==> config.mk <==
export PLATFORM = sky130hd
export DESIGN_NAME = ccff_tail_readback
export DESIGN_NICKNAME = d
export VERILOG_FILES = /design/src/rtl/ccff_tail_readback.sv
export SDC_FILE = /design/constraint.sdc
export NUM_CORES = 1
export LEC_CHECK = 0
export BUFFER_PORTS_ARGS = -buffer_cell sky130_fd_sc_hd__buf_2
export CAP_MARGIN = 20
export CELL_PAD_IN_SITES_DETAIL_PLACEMENT = 1
export CELL_PAD_IN_SITES_GLOBAL_PLACEMENT = 2
export CORE_UTILIZATION = 38
export DETAILED_ROUTE_END_ITERATION = 8
export PLACE_DENSITY = 0.79
export SYNTH_ARGS = -nofsm -noshare
export SYNTH_HDL_FRONTEND = slang
export SYNTH_SLANG_ARGS = --single-unit
==> constraint.sdc <==
create_clock -name prog_clk -period 2.1 [get_ports prog_clk]
set_clock_uncertainty 0.05 [all_clocks]
set_input_delay 0.315 -clock prog_clk [delete_from_list [all_inputs] [get_ports prog_clk]]
set_output_delay 0.315 -clock prog_clk [all_outputs]
set_load 0.02 [all_outputs]
==> src/rtl/ccff_tail_readback.sv <==
// ccff_tail_readback: deserializes the config chain tail into FIFO-buffered words with a running CRC-16
module ccff_tail_readback #(
  parameter int BS_LGT = 8387,
  parameter int WORD_W = 32,
  parameter int FIFO_DEPTH = 4,
  localparam int NW = $clog2(WORD_W + 1)
) (
  input  logic              prog_clk,
  input  logic              pReset_n,
  input  logic              start,
  input  logic              shift_en,
  input  logic              ccff_tail,
  output logic [WORD_W-1:0] word_data,
  output logic              word_valid,
  input  logic              word_ready,
  output logic              word_last,
  output logic [NW-1:0]     word_nbits,
  output logic              busy,
  output logic              done,
  output logic              overflow,
  output logic [31:0]       bit_count,
  output logic [15:0]       crc
);
  localparam int WI = $clog2(WORD_W);
  localparam int AW = $clog2(FIFO_DEPTH);
  localparam int LN = (BS_LGT % WORD_W == 0) ? WORD_W : BS_LGT % WORD_W;
  typedef enum logic [1:0] {IDLE, CAPTURE, FLUSH, DONE} state_t;
  state_t state, state_nx;
  logic [WORD_W-1:0] sreg, word_nx, pq_data;
  logic [WI-1:0] widx;
  logic [15:0] crc_nx;
  logic go, sample, last_bit, word_end, pq, pq_last, pop, wr, full;
  logic [NW-1:0] pq_nbits;
  logic [AW-1:0] wp, rp;
  logic [AW:0] cnt;
  logic [WORD_W-1:0] mem_data [FIFO_DEPTH];
  logic mem_last [FIFO_DEPTH];
  logic [NW-1:0] mem_nbits [FIFO_DEPTH];
  assign go = start && (state == IDLE || state == DONE);
  assign sample = state == CAPTURE && shift_en;
  assign last_bit = bit_count == 32'(BS_LGT - 1);
  assign word_end = widx == WI'(WORD_W - 1);
  assign word_nx = sreg | (WORD_W'(ccff_tail) << widx);
  assign crc_nx = {crc[14:0], 1'b0} ^ ((crc[15] ^ ccff_tail) ? 16'h1021 : 16'h0000);
  assign full = cnt == (AW+1)'(FIFO_DEPTH);
  assign word_valid = cnt != '0;
  assign pop = word_valid && word_ready;
  assign wr = pq && (!full || pop);
  assign word_data = word_valid ? mem_data[rp] : '0;
  assign word_last = word_valid && mem_last[rp];
  assign word_nbits = word_valid ? mem_nbits[rp] : '0;
  assign busy = state == CAPTURE || state == FLUSH;
  assign done = state == DONE;
  always_comb begin
    state_nx = state;
    case (state)
      IDLE, DONE: state_nx = go ? CAPTURE : state;
      CAPTURE:    state_nx = (sample && last_bit) ? FLUSH : CAPTURE;
      FLUSH:      state_nx = (word_valid || pq) ? FLUSH : DONE;
      default:    state_nx = IDLE;
    endcase
  end
  // Completed words pass through one staging register before entering the FIFO
  always_ff @(posedge prog_clk or negedge pReset_n) begin
    if (!pReset_n) begin
      state <= IDLE;
      sreg <= '0;
      widx <= '0;
      bit_count <= '0;
      crc <= 16'hFFFF;
      overflow <= 1'b0;
      pq <= 1'b0;
      pq_data <= '0;
      pq_last <= 1'b0;
      pq_nbits <= '0;
      wp <= '0;
      rp <= '0;
      cnt <= '0;
    end else begin
      state <= state_nx;
      if (go) begin
        sreg <= '0;
        widx <= '0;
        bit_count <= '0;
        crc <= 16'hFFFF;
      end else if (sample) begin
        sreg <= (word_end || last_bit) ? '0 : word_nx;
        widx <= (word_end || last_bit) ? '0 : widx + WI'(1);
        bit_count <= bit_count + 32'd1;
        crc <= crc_nx;
      end
      overflow <= go ? 1'b0 : overflow | (pq && !wr);
      pq <= sample && (word_end || last_bit);
      pq_data <= word_nx;
      pq_last <= last_bit;
      pq_nbits <= last_bit ? NW'(LN) : NW'(WORD_W);
      if (wr) wp <= wp + AW'(1);
      if (pop) rp <= rp + AW'(1);
      cnt <= cnt + (AW+1)'(wr) - (AW+1)'(pop);
    end
  end
  always_ff @(posedge prog_clk) begin
    if (wr) begin
      mem_data[wp] <= pq_data;
      mem_last[wp] <= pq_last;
      mem_nbits[wp] <= pq_nbits;
    end
  end
endmodule
==> flow_summary_export.csv <==
group,metric,value,unit
place,dp_hpwl,16000,um
outcome,violations,"negative setup slack",
timing,timing.final.crit_share,117,%
cts,clock_path_buffers,3,
cts,clk_pin_slew_worst_paths,0.06,ns
cts,cts_sinks,266,
timing,rsz0062_at_grt,"yes",
global_route,grt_first_pass_wirelength,40900,um
timing,setup_viol,37,
cts,cts.htree.levels,1,
floorplanning,fp.dieH,171,um
routing,finalWirelength,25800,um
worst_setup_path,worstSetupStartpointType,"flip-flop",
routing,drt-wirelength-per-cell,19.4,um
worst_setup_path,path_class,"flip-flop to output port",
floorplanning,die_area,29400,sq um
global_route,grt_overflow,0,
synthesis,syn_area,10900,sq um
place,place.gp.congestion,0.794,
synthesis,async_reset_ff_share,48.9,%
synthesis,synth_area_leaders,"edfxtp_1 37%, dfrtp_1 26%, mux4_2 7.0%",
timing,hold_violations,0,
timing,fmax,407,MHz
routing,drt_first_pass_iters,5,
cts,cts_buffers,29,
synthesis,synth_top_flop_cell,"edfxtp_1",
layout,drive_gt1_share,32.8,%
global_route,grt_pass1_vias,7334,
cts,cts_tree,"done",
routing,vias,6846,
timing,maxSlewHeadroom,61.8,%
synthesis,syn_area_per_cell,14.2,sq um
worst_setup_path,critPathMaxFanout,7,
floorplanning,rows,61,
synthesis,synth_top_cell_by_area,"edfxtp_1",
floorplanning,io_pins,97,
layout,area_delta_synth_final,25.3,%
power,p_per_area,1200,nW/um^2
worst_setup_path,cp-end-kind,"output port",
layout,fin_util,48.8,%
place,port-buffer-count,93,
flow_run,max_cap_viol_count,0,
global_route,grt_max_degree,49,
layout,fin_nets,948,
timing,whs,0.0499,ns
floorplanning,fp.coreArea,28000,sq um
worst_setup_path,cp.arrival,2.09,ns
cts,insertion_delay,0.55,ns
global_route,antenna_found_initial,1,
timing,period_needed,2.45,ns
power,ir_drop,0.592,mV
worst_setup_path,worstPathRequired,1.74,ns
synthesis,seq_area_frac_synth,67.4,%
global_route,track_usage,18.2,%
routing,drtIter0Drc,381,
synthesis,synth_top_area_share,37.4,%
synthesis,netlist_instances,771,
power,p_leak,5.75,nW
timing,setup_slack,-0.354,ns
synthesis,ys_seq_elements,266,
synthesis,netlist-cell-type-count,51,
synthesis,ys.warnings.count,0,
routing,remaining_drc_errors,0,
floorplanning,die_w,171,um
hold_path,hold_path.class,"input pin to flip-flop",
synthesis,synth_edf_count,136,
outcome,status,"complete, but fails checks",
timing,tightest_slew,0.573,ns
timing,slew_violations,0,
routing,ant_nets,0,
routing,drt-vias-per-instance,5.15,
cts,cts-root-buf,"clkbuf_16",
floorplanning,initial_utilization,39.0,%
## stage by stage
stage          TNS (ns)  setup slack (ns)  cells  area, sq um  power (mW)
5_1_grt          -13.86            -0.423   1329        13700        17.2
4_1_cts          -11.80            -0.358   1328        13600        16.4
3_3_place_gp    -0.0201           -0.0201   1261        12300        10.5
3_5_place_dp     -0.318           -0.0767   1261        12300        10.6
2_1_floorplan   -0.0279           -0.0279    773        11000        9.00
6_report         -11.01            -0.354   1330        13700        16.4
## registers in the layout, summed over array words and instances (netlist names)
| signal | cells |
|---|---|
| pq_data | 32 |
| wp | 2 |
| bit_count | 32 |
| widx | 5 |
| pq_nbits | 2 |
| overflow | 1 |
| state | 2 |
| sreg | 32 |
| mem_nbits | 8 |
| rp | 2 |
| cnt | 3 |
| mem_data | 128 |
| crc | 16 |
| pq | 1 |
## per-layer routing
| metal | track usage [%] | up-vias | part of all wire (%) |
|---|---|---|---|
| met5 | 0 | - | 0 |
| met4 | 4.15 | 0 | 1.8 |
| met3 | 2.83 | 36 | 3.6 |
| met2 | 32.5 | 136 | 51 |
| met1 | 23.2 | 3511 | 43 |
| li1 | - | 3163 | - |
## cell type report
type                    instances  area, sq um
fillers                      2860        14300
flip-flops and latches        266         7360
well taps                     378          473
repair buffers                170         1340
clock inverters                13          175
clock buffers                  41          791
diodes                          1         2.50
inverters                      22         85.1
multi-input cells             439         3450
## final timing paths
kind,from,to,slack [ns],cells after the start
max in group asynchronous,pReset_n,crc[12],1.13,3
worst min-delay path,start,state[0],0.05,3
worst max register to register,state[1],bit_count[31],-0.01,5
worst max-delay path,rp[0],word_data[8],-0.35,5
min in group asynchronous,pReset_n,bit_count[4],0.23,2
worst min register to register,sreg[22],pq_data[22],0.42,1
## power by group
| part | internal, mW | leakage [nW] | switching, mW |
|---|---|---|---|
| sequential | 5.91 | 2.99 | 0.305 |
| combinational | 2.28 | 2.29 | 2.77 |
| clock | 3.11 | 0.472 | 2.02 |
| total | 11.3 | 5.75 | 5.10 |
## logic make-up after synthesis
group	after synthesis	synth area share, %
flip-flops	266	67.4
adder cells (fa/ha/maj)	14	1.67
multiplexers	34	7.02
XOR/XNOR	19	1.52
buffers and inverters	68	2.58
other	1	0.0344
AND/OR/NAND/NOR	243	12.1
AO/OA/AOI/OAI	126	7.68
## cells in the final DEF, fill, tap and decap left out, drive strengths merged, types with 2 or more instances in the layout
cell,count
ha,13
and3,5
bufinv,4
clkbuf,41
a21boi,27
xor2,9
nor2,17
o211ai,3
dfstp,16
edfxtp,136
clkinv,8
dfrtp,114
and4,5
nor4b,2
nand2,85
conb,3
a211oi,2
mux4,34
nand3,26
nand4,13
buf,169
o21ai,18
and3b,3
and2,42
xnor2,10
or4,18
a21oi,28
nor4,7
o31ai,15
inv,23
nor3b,4
or4b,2
or3,3
a21o,27
nor3,8
## cell usage after synthesis, types with 7 or more instances
library cell	n
nor4_1	7
o21ai_0	17
a21oi_1	28
edfxtp_1	136
and2_1	41
o31ai_1	15
or4_1	18
nand3_1	26
clkbuf_1	35
nor3_1	8
inv_1	22
nand4_1	11
a21o_1	27
nor2_1	17
ha_1	13
a21boi_0	27
mux4_2	34
nand2_1	85
dfstp_2	16
dfrtp_1	114
xor2_1	9
xnor2_1	10
## what timing repair did
item | in CTS | in global routing
setup endpoints to repair | 46 | 85
pin swaps | 7 | 10
endpoints found under the hold margin | 46 | 0
hold buffers | 1 | 0
cloned | 2 | 0
setup buffers | 10 | 1
resized for setup | 53 | 22
## critical path, cell delays in order, from the launching register on
cell     delay (ns)
dfrtp_2        0.44
buf_12         0.15
buf_16         0.14
mux4_2         0.51
and2_4         0.18
buf_6          0.12
Power figures use the tool's default switching activity.
